`src/rtl/class_enum_pkg.sv`:
```
// rtl/class_enum_pkg.sv - shared types, class constants and class-size helper for the value enumerator
package class_enum_pkg;

  typedef enum logic {IDLE, EMIT} state_e;

  localparam logic CLASS_LO = 1'b0;
  localparam logic CLASS_HI = 1'b1;

  // Number of distinct values in a class: [0, thresh) or [thresh, 2**width).
  function automatic int class_size(input logic cls, input int width, input int thresh);
    return (cls == CLASS_HI) ? ((1 << width) - thresh) : thresh;
  endfunction

endpackage

```
`src/rtl/value_classifier.sv`:
```
// rtl/value_classifier.sv - combinational class predicate: is_hi_o = in_i >= THRESH
module value_classifier
  import class_enum_pkg::*;
#(
  parameter int WIDTH  = 4,
  parameter int THRESH = 2
) (
  input  logic [WIDTH-1:0] in_i,
  output logic             is_hi_o
);

  localparam logic [WIDTH-1:0] THR = WIDTH'(THRESH);

  assign is_hi_o = (in_i >= THR);

endmodule

```
`src/rtl/class_value_enum.sv`:
```
// rtl/class_value_enum.sv - emits a stream of values belonging to a requested class, with self-check
module class_value_enum
  import class_enum_pkg::*;
#(
  parameter int WIDTH  = 4,
  parameter int THRESH = 2
) (
  input  logic             clk,
  input  logic             rst_n,
  input  logic             req_valid,
  output logic             req_ready,
  input  logic             req_class,
  input  logic [WIDTH:0]   req_len,
  output logic             out_valid,
  input  logic             out_ready,
  output logic [WIDTH-1:0] out_value,
  output logic             out_last,
  output logic             chk_err
);

  if (THRESH < 1 || THRESH > (1 << WIDTH) - 1) begin : g_bad_thresh
    $error("class_value_enum: THRESH out of range 1 .. 2**WIDTH-1");
  end

  localparam logic [WIDTH-1:0] ONE    = WIDTH'(1);
  localparam logic [WIDTH-1:0] LO_MAX = WIDTH'(THRESH - 1);
  localparam logic [WIDTH-1:0] HI_MIN = WIDTH'(THRESH);
  localparam logic [WIDTH-1:0] HI_MAX = '1;
  localparam logic [WIDTH:0]   REM_ONE  = (WIDTH+1)'(1);
  localparam logic [WIDTH:0]   SIZE_LO  = (WIDTH+1)'(class_size(CLASS_LO, WIDTH, THRESH));
  localparam logic [WIDTH:0]   SIZE_HI  = (WIDTH+1)'(class_size(CLASS_HI, WIDTH, THRESH));

  state_e           state_q, state_d;
  logic             cls_q, cls_d;
  logic [WIDTH:0]   rem_q, rem_d;
  logic [WIDTH-1:0] cur0_q, cur0_d;
  logic [WIDTH-1:0] cur1_q, cur1_d;
  logic             chk_err_q, chk_err_d;

  logic             accept;
  logic             beat_xfer;
  logic             is_last;
  logic             is_hi;

  assign accept    = (state_q == IDLE) && req_valid;
  assign is_last   = (rem_q == REM_ONE);
  assign beat_xfer = (state_q == EMIT) && out_ready;

  always_ff @(posedge clk) begin
    if (!rst_n) state_q <= IDLE;
    else        state_q <= state_d;
  end

  always_comb begin
    state_d = state_q;
    case (state_q)
      IDLE:    if (accept)               state_d = EMIT;
      EMIT:    if (beat_xfer && is_last) state_d = IDLE;
      default:                           state_d = IDLE;
    endcase
  end

  always_comb begin
    req_ready = (state_q == IDLE);
    out_valid = (state_q == EMIT);
    out_value = '0;
    out_last  = 1'b0;
    if (state_q == EMIT) begin
      out_value = cls_q ? cur1_q : cur0_q;
      out_last  = is_last;
    end
    chk_err = chk_err_q;
  end

  value_classifier #(.WIDTH(WIDTH), .THRESH(THRESH)) u_check (
    .in_i    (out_value),
    .is_hi_o (is_hi)
  );

  // Cursors compare against their class bound before incrementing so wrap never relies on overflow.
  always_comb begin
    cls_d     = cls_q;
    rem_d     = rem_q;
    cur0_d    = cur0_q;
    cur1_d    = cur1_q;
    chk_err_d = chk_err_q;
    if (accept) begin
      cls_d = req_class;
      if (req_len != '0)            rem_d = req_len;
      else if (req_class == CLASS_HI) rem_d = SIZE_HI;
      else                          rem_d = SIZE_LO;
    end
    if (beat_xfer) begin
      rem_d = rem_q - REM_ONE;
      if (cls_q == CLASS_HI) cur1_d = (cur1_q == HI_MAX) ? HI_MIN : cur1_q + ONE;
      else                   cur0_d = (cur0_q == LO_MAX) ? '0     : cur0_q + ONE;
    end
    if (out_valid && (is_hi != cls_q)) chk_err_d = 1'b1;
  end

  always_ff @(posedge clk) begin
    if (!rst_n) begin
      cls_q     <= CLASS_LO;
      rem_q     <= '0;
      cur0_q    <= '0;
      cur1_q    <= HI_MIN;
      chk_err_q <= 1'b0;
    end else begin
      cls_q     <= cls_d;
      rem_q     <= rem_d;
      cur0_q    <= cur0_d;
      cur1_q    <= cur1_d;
      chk_err_q <= chk_err_d;
    end
  end

endmodule
```
`config.mk`:
```
export PLATFORM = sky130hd
export DESIGN_NAME = class_value_enum
export DESIGN_NICKNAME = d
export VERILOG_FILES = /design/src/rtl/class_enum_pkg.sv /design/src/rtl/value_classifier.sv /design/src/rtl/class_value_enum.sv
export SDC_FILE = /design/constraint.sdc
export NUM_CORES = 1
export LEC_CHECK = 0
export BUFFER_PORTS_ARGS = -buffer_cell sky130_fd_sc_hd__buf_2
export CORE_MARGIN = 1
export CORE_UTILIZATION = 50
export CTS_CLUSTER_DIAMETER = 100
export CTS_CLUSTER_SIZE = 30
export DETAILED_ROUTE_END_ITERATION = 10
export PLACE_DENSITY = 0.82
export SYNTH_ARGS = -nofsm -noshare
export SYNTH_HDL_FRONTEND = slang
export SYNTH_SLANG_ARGS = --single-unit
```
`constraint.sdc`:
```
create_clock -name clk -period 2.8 [get_ports clk]
set_clock_uncertainty 0.2 [all_clocks]
set_input_delay 0.56 -clock clk [delete_from_list [all_inputs] [get_ports clk]]
set_output_delay 0.56 -clock clk [all_outputs]
set_load 0.01 [all_outputs]
```
==> results of run 1 <==
-- power by group through the flow --
| stage | Sequential [mW] | Combinational (mW) | Clock, mW |
|---|---|---|---|
| final | 0.255 | 0.0760 | 0.157 |
| after CTS | 0.255 | 0.0756 | 0.161 |
| after floorplan | 0.253 | 0.0629 | 0 |
| after global routing | 0.257 | 0.0846 | 0.172 |
| after global placement | 0.259 | 0.0736 | 0 |
| after detailed placement | 0.260 | 0.0750 | 0 |
-- critical path: stages, from the launching register on --
cell and delay [ns]:
dfxtp_1 0.64, inv_1 0.19, nor2_1 0.13, buf_2 0.13
-- final cells by class --
class                      count  share of cell area [%]
clock buffer                   4                    3.55
inverter                       6                    2.20
multi-input combinational     79                    51.6
sequential                    16                    31.3
tap                           25                    3.06
timing repair buffer          17                    8.31
-- stage by stage --
stage | hold slack, ns | setup WS [ns] | total power, mW | utilization (%)
2_1_floorplan | 0.258 | 1.10 | 0.316 | -
3_3_place_gp | 0.260 | 1.01 | 0.333 | 57.8
3_5_place_dp | 0.266 | 0.969 | 0.335 | 57.8
4_1_cts | 0.266 | 0.639 | 0.491 | 59.9
5_1_grt | 0.258 | 0.512 | 0.514 | 59.9
6_report | 0.268 | 0.653 | 0.488 | 59.9
-- flip-flops by register name, indices dropped and copies added, names as in the netlist --
signal and flops:
cur0_q 4, rem_q 5, chk_err 1, cur1_q 4, out_valid 1, cls_q 1
-- worst max-delay path by stage --
stage                          from            to  slack (ns)  cells after the start
after floorplan           out_valid  out_value[0]        1.10                      3
after global placement    out_valid  out_value[0]        1.01                      3
after detailed placement  out_valid  out_value[0]        0.97                      3
after CTS                 out_valid  out_value[0]        0.64                      3
after global routing      out_valid  out_value[1]        0.51                      3
final                     out_valid  out_value[0]        0.65                      3
-- metal layers --
metal | vias to the layer above | GRT usage, % | part of all wire [%] | wire length, um
met3 | 2 | 6.12 | 3.5 | 64
met5 | - | 0 | 0 | 0
met4 | 0 | 6.06 | 0.66 | 12
met2 | 15 | 33.5 | 48 | 871
met1 | 382 | 26.6 | 48 | 878
li1 | 424 | - | - | -
-- kinds of logic (layout without fill, tap and decap cells) --
kind of cell | Yosys count | after routing
flops | 16 | 16
mux | 4 | 4
buf+inv | 11 | 27
simple gates | 39 | 39
compound gates | 30 | 30
fa+ha+maj | 3 | 3
xor+xnor | 3 | 3
-- Yosys cell counts (all sizes together) (2+ instances only) --
| cell type | number | area share (%) |
|---|---|---|
| a211oi | 4 | 3.3 |
| a21oi | 10 | 5.5 |
| a31oi | 2 | 1.4 |
| buf | 4 | 3.9 |
| dfxtp | 16 | 35 |
| ha | 3 | 4.1 |
| inv | 6 | 2.5 |
| mux2i | 4 | 4.4 |
| nand2 | 7 | 2.9 |
| nand3 | 2 | 1.7 |
| nand4 | 2 | 1.4 |
| nor2 | 9 | 4.0 |
| nor3 | 5 | 2.8 |
| o21ai | 4 | 2.2 |
| o31ai | 3 | 2.5 |
| or3 | 4 | 2.8 |
| or4 | 2 | 1.7 |
| xor2 | 2 | 1.9 |
==> key figures, run 1 <==
Status
  • Status: finished clean

STA
  • RSZ-0062 raised after global routing: false
  • Worst Tran Pin Value: 0.488 ns
  • Final setup vio count: 0
  • Maximum clock frequency: 466 MHz
  • Rel. slew slack: just under 70%
  • Final min period: 2.15 ns
  • Hold Vio Cnt, Final: 0
  • Setup TNS: 0 ns
  • Fin crit share: about three quarters
  • Final Max Tran Viols: 0

Setup path
  • CP endpoint kind: output port
  • Required time of the critical path: 2.04 ns
  • Critical path peak fanout: 16
  • Critical R2R Capture: cur0_q[3]
  • Critical R2R Launch: out_valid
  • CP Class: flip-flop to output port
  • Worst r2r path cells: 3
  • FF-to-FF setup slack: 1.09 ns
  • Arrival @ worst endpoint: 1.39 ns
  • Crit path launch type: flip-flop

Cells and area
  • FF+latch area: around 320 um2
  • Cell Count, Final, Fillers Out: 147
  • Most frequent cells in the layout: 17 x buf_2, 16 x dfxtp_1, 10 x a21oi_1
  • Fillers: 151
  • Fin area: 1020 um2
  • Area of the multi-input gates: 528 um2
  • Share of cells above drive strength 1: between 20% and 30%
  • Diode count: 0
  • Final net count: 136
  • Commonest non-fill, non-tap cell in the layout: buf_2
  • Area Overhead vs Synth: 12.5%

Yosys
  • Yosys cell types: 40
  • Post-Synth Adder-Cell Area: between 4 and 5%
  • Multiplexer share of the synthesized area: 4.40%
  • Post-synthesis cell area: 910 um2
  • Syn_nets: 119
  • Xor and xnor area share after synthesis: 2.89%
  • Number of synthesized flops with an enable pin: 0
  • Synth Area in Simple Gates: 24.3%
  • Ys flop type: dfxtp_1
  • Syn Inst Count: 106
  • Mean Syn Cell Area: 8.58 um2
  • Sequential element share of the synthesized area: 35.2%
  • Main combinational cell family by area after synthesis: simple AND/OR/NAND/NOR gates
  • Ys async rst share: 0%
  • Yosys reg bits: 16
  • Ys Warns: 0
  • Compound-cell area share of the yosys netlist: 22.3%

Detailed routing
  • Avg WL per Cell: 12.4 um
  • DRT Pass-1 Iters: 4
  • Drt drc: 0
  • Routed wire length: 1830 um
  • Vias per cell: 5.60
  • Post-DRT Antenna Nets: 0
  • Initial DRC Count: 23
  • Via count: 823

Power
  • Sw Ratio: 27.6%
  • Gate power share: 15.6%
  • Int Pwr: 0.353 mW
  • Power density cells: about 480 nW/um2
  • Seq pwr share: 52.3%
  • Static leakage: 0.390 nW
  • Clock power share: 32.1%
  • Peak VDD IR: 0.256 mV
  • Sw Pwr: 0.135 mW

GRT
  • GRT overflow: 0
  • Maximum number of pins on one net before global-route repair: 17
  • Antenna violations before repair: 0
  • Global-route usage over all layers: 20.7%
  • Number of global-route vias before repair: roughly 730
  • First-pass GRT wire length: ~3100 um

Clock tree
  • Htree depth: 1
  • TritonCTS buffer count: 3
  • CTS resizes: 0
  • CTS tree: built
  • Maximum clock insertion buffer count: 2
  • # hold bufs at CTS: 0
  • Total clock sinks: 16
  • CTS root buf: clkbuf_4
  • Clock Pin Slew Worst Setup and Hold Paths: 0.09 ns
  • Post-CTS Setup Bufs: 0
  • Clk Latency, worst-skew pair: around 0.30 ns

Die
  • Rows: 15
  • Core Region: around 1700 um2
  • Die width: between 40 and 50 um
  • Die Y: about 45 um
  • Initial Util: around 53%
  • Die area: 1990 um2
  • IO Pins: 18

Worst hold path
  • Hold path cells: 2
  • Hold Path End: cur1_q[1]
  • Hold Path Origin: rst_n
  • Worst Hold Class: primary input to flip-flop

Place
  • IO buf count: 17
  • Post-DP Area: 987 um2
  • GP Congestion: about 0.8
  • Dpl cells: 143
  • Post-detail-place hpwl: around 1300 um

Run
  • MaxCap Viol Count: 0
Power figures use the tool's default switching activity.
==> run 2: changes to the inputs <==
--- a/config.mk
+++ b/config.mk
@@ -7,11 +7,11 @@
 export LEC_CHECK = 0
 export BUFFER_PORTS_ARGS = -buffer_cell sky130_fd_sc_hd__buf_2
 export CORE_MARGIN = 1
-export CORE_UTILIZATION = 50
+export CORE_UTILIZATION = 47
 export CTS_CLUSTER_DIAMETER = 100
 export CTS_CLUSTER_SIZE = 30
 export DETAILED_ROUTE_END_ITERATION = 10
-export PLACE_DENSITY = 0.82
+export PLACE_DENSITY = 0.81
 export SYNTH_ARGS = -nofsm -noshare
 export SYNTH_HDL_FRONTEND = slang
 export SYNTH_SLANG_ARGS = --single-unit
==> constraint.sdc (replaced) <==
create_clock -name clk -period 1.8 [get_ports clk]
set_clock_uncertainty 0.2 [all_clocks]
set_input_delay 0.36 -clock clk [delete_from_list [all_inputs] [get_ports clk]]
set_output_delay 0.36 -clock clk [all_outputs]
set_load 0.01 [all_outputs]
==> run 2 against run 1 <==
Net effect:
- register-to-register slack got worse by 0.83 ns
- sequential power up 57%
- cell area grew 4.4%
- core utilization is 0.64 points higher
- worst hold slack got worse by 0.18 ns
- total power grew 60%
- critical endpoint is now out_last
- highest routed layer unchanged
==> key figures, run 2 (synthesis results as in run 1) <==
Power
  • Static leakage: 0.404 nW (+3.6%)
  • Peak VDD IR: 0.328 mV (+28%)
  • Total power: 0.783 mW (+60%)
  • Power density cells: 733 nW/um2 (+54%)

Cells and area
  • Post-layout util: 60.6% (+0.64 points)
  • Area of the multi-input gates: 542 um2 (+2.6%)
  • Final net count: 138 (+1.5%)
  • Commonest non-fill, non-tap cell in the layout: buf_2
  • FF+latch area: 330 um2 (+3.1%)
  • Top reg by flops: rem_q
  • Most frequent cells in the layout: 16 x buf_2, 12 x dfxtp_1, 10 x a21oi_1
  • Largest registers: rem_q (5), cur0_q (4), cur1_q (4)
  • Fillers: 156 (+3.3%)
  • Share of cells above drive strength 1: 29.0% (+6.1 points)
  • Max reg flops: 5 (unchanged)
  • Diode count: 0 (unchanged)
  • Area Overhead vs Synth: 17.5%

Worst hold path
  • Hold Path Origin: rst_n
  • Worst Hold Class: primary input to flip-flop
  • Hold Path End: cur1_q[1]
  • Hold path cells: 2 (unchanged)

GRT
  • Number of global-route vias before repair: 836 (+14%)
  • Met2 Track Usage GR: 39.7% (+6.2 points)
  • First-pass GRT wire length: 3600 um (+17%)
  • Global-route usage over all layers: 24.1% (+3.4 points)
  • Antenna violations before repair: 0 (unchanged)
  • GRT met3 Usage: 4.76% (-1.4 points)
  • Met1 Usage GRT: 28.7% (+2.1 points)
  • Layer with the highest usage: met2
  • GRT overflow: 0 (unchanged)
  • Maximum number of pins on one net before global-route repair: 17 (unchanged)

STA
  • Worst Tran Pin Value: 0.449 ns (-0.0384 ns)
  • Final setup vio count: 0 (unchanged)
  • Rel. slew slack: 70.0% (+2.6 points)
  • Final Max Tran Viols: 0 (unchanged)
  • Maximum clock frequency: 570 MHz
  • Fin crit share: 97.6%
  • Final min period: 1.76 ns
  • Hold Vio Cnt, Final: 0 (unchanged)
  • Hold Worst Slack: 0.0843 ns (-0.184 ns)

Die
  • IO Pins: 18 (unchanged)
  • Die Y: 46.0 um (+3.0%)
  • Initial Util: 51.6% (-1.7 points)
  • Die width: 46.0 um (+3.0%)
  • Core Region: 1760 um2 (+3.3%)
  • Die area: 2120 um2 (+6.1%)
  • Rows: 15 (unchanged)

Clock tree
  • Clk Latency, worst-skew pair: 0.30 ns (about the same)
  • TritonCTS buffer count: 3 (unchanged)
  • Clock Pin Slew Worst Setup and Hold Paths: 0.10 ns (about the same)
  • CTS tree: built
  • Total clock sinks: 16 (unchanged)
  • CTS root buf: clkbuf_4
  • Maximum clock insertion buffer count: 2 (unchanged)
  • Htree depth: 1 (unchanged)
  • # hold bufs at CTS: 0 (unchanged)

Setup path
  • Arrival @ worst endpoint: 1.20 ns (-0.19 ns)
  • FF-to-FF setup slack: 0.26 ns (-0.83 ns)
  • Critical path peak fanout: 3 (-13)
  • Critical R2R Launch: cls_q
  • Critical R2R Capture: cur0_q[3]
  • Worst r2r path cells: 3 (unchanged)
  • Required time of the critical path: 1.24 ns (-0.80 ns)
  • CP Class: flip-flop to output port
  • Crit path launch type: flip-flop
  • CP endpoint kind: output port

Detailed routing
  • Routed wire length: 2140 um (+17%)
  • Via count: 892 (+8.4%)
  • Post-DRT Antenna Nets: 0 (unchanged)
  • Initial DRC Count: 31 (+35%)
  • Drt drc: 0 (unchanged)
  • Vias per cell: 5.99 (+6.9%)
  • DRT Pass-1 Iters: 4 (unchanged)
  • Avg WL per Cell: 14.3 um (+16%)

Run
  • MaxCap Viol Count: 0 (unchanged)

Status
  • Status: finished clean

Place
  • IO buf count: 17 (unchanged)
  • GP Congestion: 0.806 (-1.5%)
  • Post-detail-place hpwl: 1480 um (+10%)
-- run 2: repair_timing --
| action | CTS | global route |
|---|---|---|
| pin swaps | 0 | 1 |
| setup buffers | 0 | 2 |
| endpoints found under the setup margin | 6 | 5 |
| gates resized for setup | 5 | 5 |
-- run 2: area by class of cell --
type | instances | share of cell area (%)
Clock buffer | 4 | 3.40
Inverter | 6 | 2.11
Multi-Input combinational cell | 79 | 50.7
Sequential cell | 16 | 30.9
Tap cell | 25 | 2.93
Timing Repair Buffer | 19 | 9.95
-- run 2: worst max path at each step --
stage	cells after the start	start	endpoint
after detailed placement	3	out_valid	cur0_q[3]
after CTS	3	rem_q[2]	out_last
after floorplan	3	out_valid	out_value[0]
after global placement	3	out_valid	cur0_q[3]
final	4	rem_q[1]	out_last
after global routing	3	rem_q[2]	out_last
-- run 2: where the power goes --
part / switching [mW] / internal, mW / total, mW
logic: 0.0679 / 0.0656 / 0.134
clock network: 0.125 / 0.124 / 0.249
registers: 0.0291 / 0.372 / 0.401
-- run 2: worst max-delay path: stages, from the launching register on --
cell and delay, ns:
dfxtp_2 0.35, inv_1 0.06, ha_2 0.17, and3_2 0.20
buf_6 0.12
-- run 2: routing by layer --
| layer | up-vias | wire, um |
|---|---|---|
| met1 | 417 | 901 |
| met2 | 36 | 1090 |
| met4 | 0 | 59 |
| met3 | 7 | 89 |
| met5 | - | 0 |
| li1 | 432 | - |
-- run 2: metrics by stage --
step                instances  area [um2]  setup WS, ns  TNS (ns)
finish                    149        1070        0.0441         0
CTS                       147        1030       0.00409         0
global placement          143         987         0.167         0
detailed placement        143         987        0.0707         0
global route              149        1070      -0.00773   -0.0133
floorplan                 106         910         0.297         0
==> run 3: changes to the inputs <==
--- a/config.mk
+++ b/config.mk
@@ -11,7 +11,7 @@
 export CTS_CLUSTER_DIAMETER = 100
 export CTS_CLUSTER_SIZE = 30
 export DETAILED_ROUTE_END_ITERATION = 10
-export PLACE_DENSITY = 0.81
+export PLACE_DENSITY = 0.72
 export SYNTH_ARGS = -nofsm -noshare
 export SYNTH_HDL_FRONTEND = slang
 export SYNTH_SLANG_ARGS = --single-unit
==> run 3 against run 2 <==
Net effect:
- maximum frequency increased by 1.6%
- sequential cell count did not move
- worst hold slack improved by 0.024 ns
- setup slack gained 0.028 ns
- final cell count is 1.3% lower
- cell area down 3.3%
- first-iteration DRC count fell by 55%
- sequential power about the same
- critical path depth fell by 1
- clock power decreased by 27%
==> key figures, run 3 (synthesis results as in run 1) <==
Die
  • Core Region: 1760 um2 (unchanged)
  • IO Pins: 18 (unchanged)
  • Initial Util: 51.6% (unchanged)
  • Rows: 15 (unchanged)
  • Die width: 46.0 um (unchanged)
  • Die Y: 46.0 um (unchanged)
  • Die area: 2120 um2 (unchanged)

Power
  • Clock power share: 25.6% (-6.2 points)
  • Peak VDD IR: 0.505 mV (+54%)
  • Static leakage: 0.389 nW (-3.7%)
  • Sw Ratio: 28.1% (-0.27 points)
  • Gate power share: 17.8% (+0.7 points)
  • Seq pwr share: 56.5% (+5.3 points)
  • Power density cells: 686 nW/um2 (-6.4%)
  • Total power: 0.708 mW (-9.5%)
  • Sw Pwr: 0.199 mW (-10%)
  • Int Pwr: 0.510 mW (-9.2%)

Detailed routing
  • Avg WL per Cell: 13.9 um (-3.2%)
  • Drt drc: 0 (unchanged)
  • Routed wire length: 2040 um (-4.5%)
  • Post-DRT Antenna Nets: 0 (unchanged)
  • Initial DRC Count: 14 (-55%)
  • Via count: 826 (-7.4%)
  • Vias per cell: 5.62 (-6.1%)
  • DRT Pass-1 Iters: 4 (unchanged)

Place
  • IO buf count: 17 (unchanged)
  • Post-detail-place hpwl: 1400 um (-5.2%)
  • Post-DP Area: 995 um2 (+0.76%)
  • Dpl cells: 144 (+0.70%)
  • GP Congestion: 0.800 (-0.74%)

Setup path
  • CP endpoint kind: output port
  • CP Class: flip-flop to output port
  • Critical path peak fanout: 5 (+2)
  • Crit path launch type: flip-flop
  • Arrival @ worst endpoint: 1.17 ns (-0.03 ns)
  • Required time of the critical path: 1.24 ns (about the same)

Clock tree
  • Post-CTS Setup Bufs: 0 (unchanged)
  • CTS resizes: 2 (-3)
  • Clk Latency, worst-skew pair: 0.28 ns (-0.02 ns)
  • TritonCTS buffer count: 3 (unchanged)
  • Htree depth: 1 (unchanged)
  • Clock Pin Slew Worst Setup and Hold Paths: 0.09 ns (about the same)
  • Maximum clock insertion buffer count: 2 (unchanged)
  • CTS tree: built
  • # hold bufs at CTS: 0 (unchanged)
  • CTS root buf: clkbuf_4
  • Total clock sinks: 16 (unchanged)

Cells and area
  • Max reg flops: 5 (unchanged)
  • Area of the multi-input gates: 536 um2 (-1.2%)
  • Fillers: 186 (+19%)
  • Area Overhead vs Synth: 13.6%
  • Post-layout util: 58.6% (-2.0 points)
  • FF+latch area: 329 um2 (-0.38%)
  • Fin area: 1030 um2 (-3.3%)
  • Share of cells above drive strength 1: 27.0% (-2.0 points)
  • Commonest non-fill, non-tap cell in the layout: buf_2
  • Top reg by flops: rem_q
  • Diode count: 0 (unchanged)
  • Most frequent cells in the layout: 17 x buf_2, 13 x dfxtp_1, 10 x a21oi_1
  • Cell Count, Final, Fillers Out: 147 (-1.3%)
  • Largest registers: rem_q (5), cur0_q (4), cur1_q (4)
  • Final net count: 137 (-0.72%)

GRT
  • Maximum number of pins on one net before global-route repair: 17 (unchanged)
  • Global-route usage over all layers: 22.1% (-2.1 points)
  • GRT overflow: 0 (unchanged)
  • Number of global-route vias before repair: 747 (-11%)
  • First-pass GRT wire length: 3350 um (-7.1%)
  • Antenna violations before repair: 0 (unchanged)

STA
  • Rel. slew slack: 70.2% (+0.15 points)
  • Hold Vio Cnt, Final: 0 (unchanged)
  • Final setup vio count: 0 (unchanged)
  • Maximum clock frequency: 579 MHz (+1.6%)
  • RSZ-0062 raised after global routing: false
  • Fin crit share: 96.0% (-1.5 points)
  • Final Max Tran Viols: 0 (unchanged)
  • Worst Tran Pin Value: 0.447 ns (-0.00220 ns)
  • Final min period: 1.73 ns (-0.0276 ns)
  • Setup TNS: 0 ns (unchanged)

Worst hold path
  • Worst Hold Class: primary input to flip-flop

Run
  • MaxCap Viol Count: 0 (unchanged)

Status
  • Status: finished clean
run 3: path summary, 6_finish.rpt:
kind	from	to	slack, ns	depth (start not counted)
max reg2reg	cls_q	cur0_q[3]	0.30	3
min	rst_n	cur1_q[1]	0.11	2
min reg2reg	chk_err	chk_err	0.28	2
max	rem_q[2]	out_last	0.07	3
run 3: layout make-up:
class,count,share of cell area [%]
clock buffers,3,2.18
repair buffers,18,8.96
inverters,6,2.18
multi-input cells,79,51.8
flip-flops and latches,16,31.8
well taps,25,3.03
run 3: layer usage:
metal	part of all wire (%)	GRT usage [%]
met5	0	0
met4	0.64	5.88
met3	3.6	6.35
met2	49	35.2
met1	47	28.8
run 3: worst max-delay path, stage by stage, from the launching register on:
cell and delay (ns):
dfxtp_1 0.37, nor3_2 0.21, and3_2 0.20, buf_2 0.12
run 3: power by group through the flow:
stage / Sequential (mW) / Clock, mW / Combinational (mW)
final: 0.400 / 0.182 / 0.126
after detailed placement: 0.405 / 0 / 0.123
after CTS: 0.398 / 0.191 / 0.124
after global placement: 0.404 / 0 / 0.121
after global routing: 0.404 / 0.208 / 0.142
after floorplan: 0.394 / 0 / 0.0978
run 3: metrics by stage:
stage / hold WS, ns / worst slack [ns]
2_1_floorplan: 0.240 / 0.297
3_3_place_gp: 0.263 / 0.146
3_5_place_dp: 0.263 / 0.0875
4_1_cts: 0.101 / 0.00234
5_1_grt: 0.0905 / 0.00107
6_report: 0.108 / 0.0717
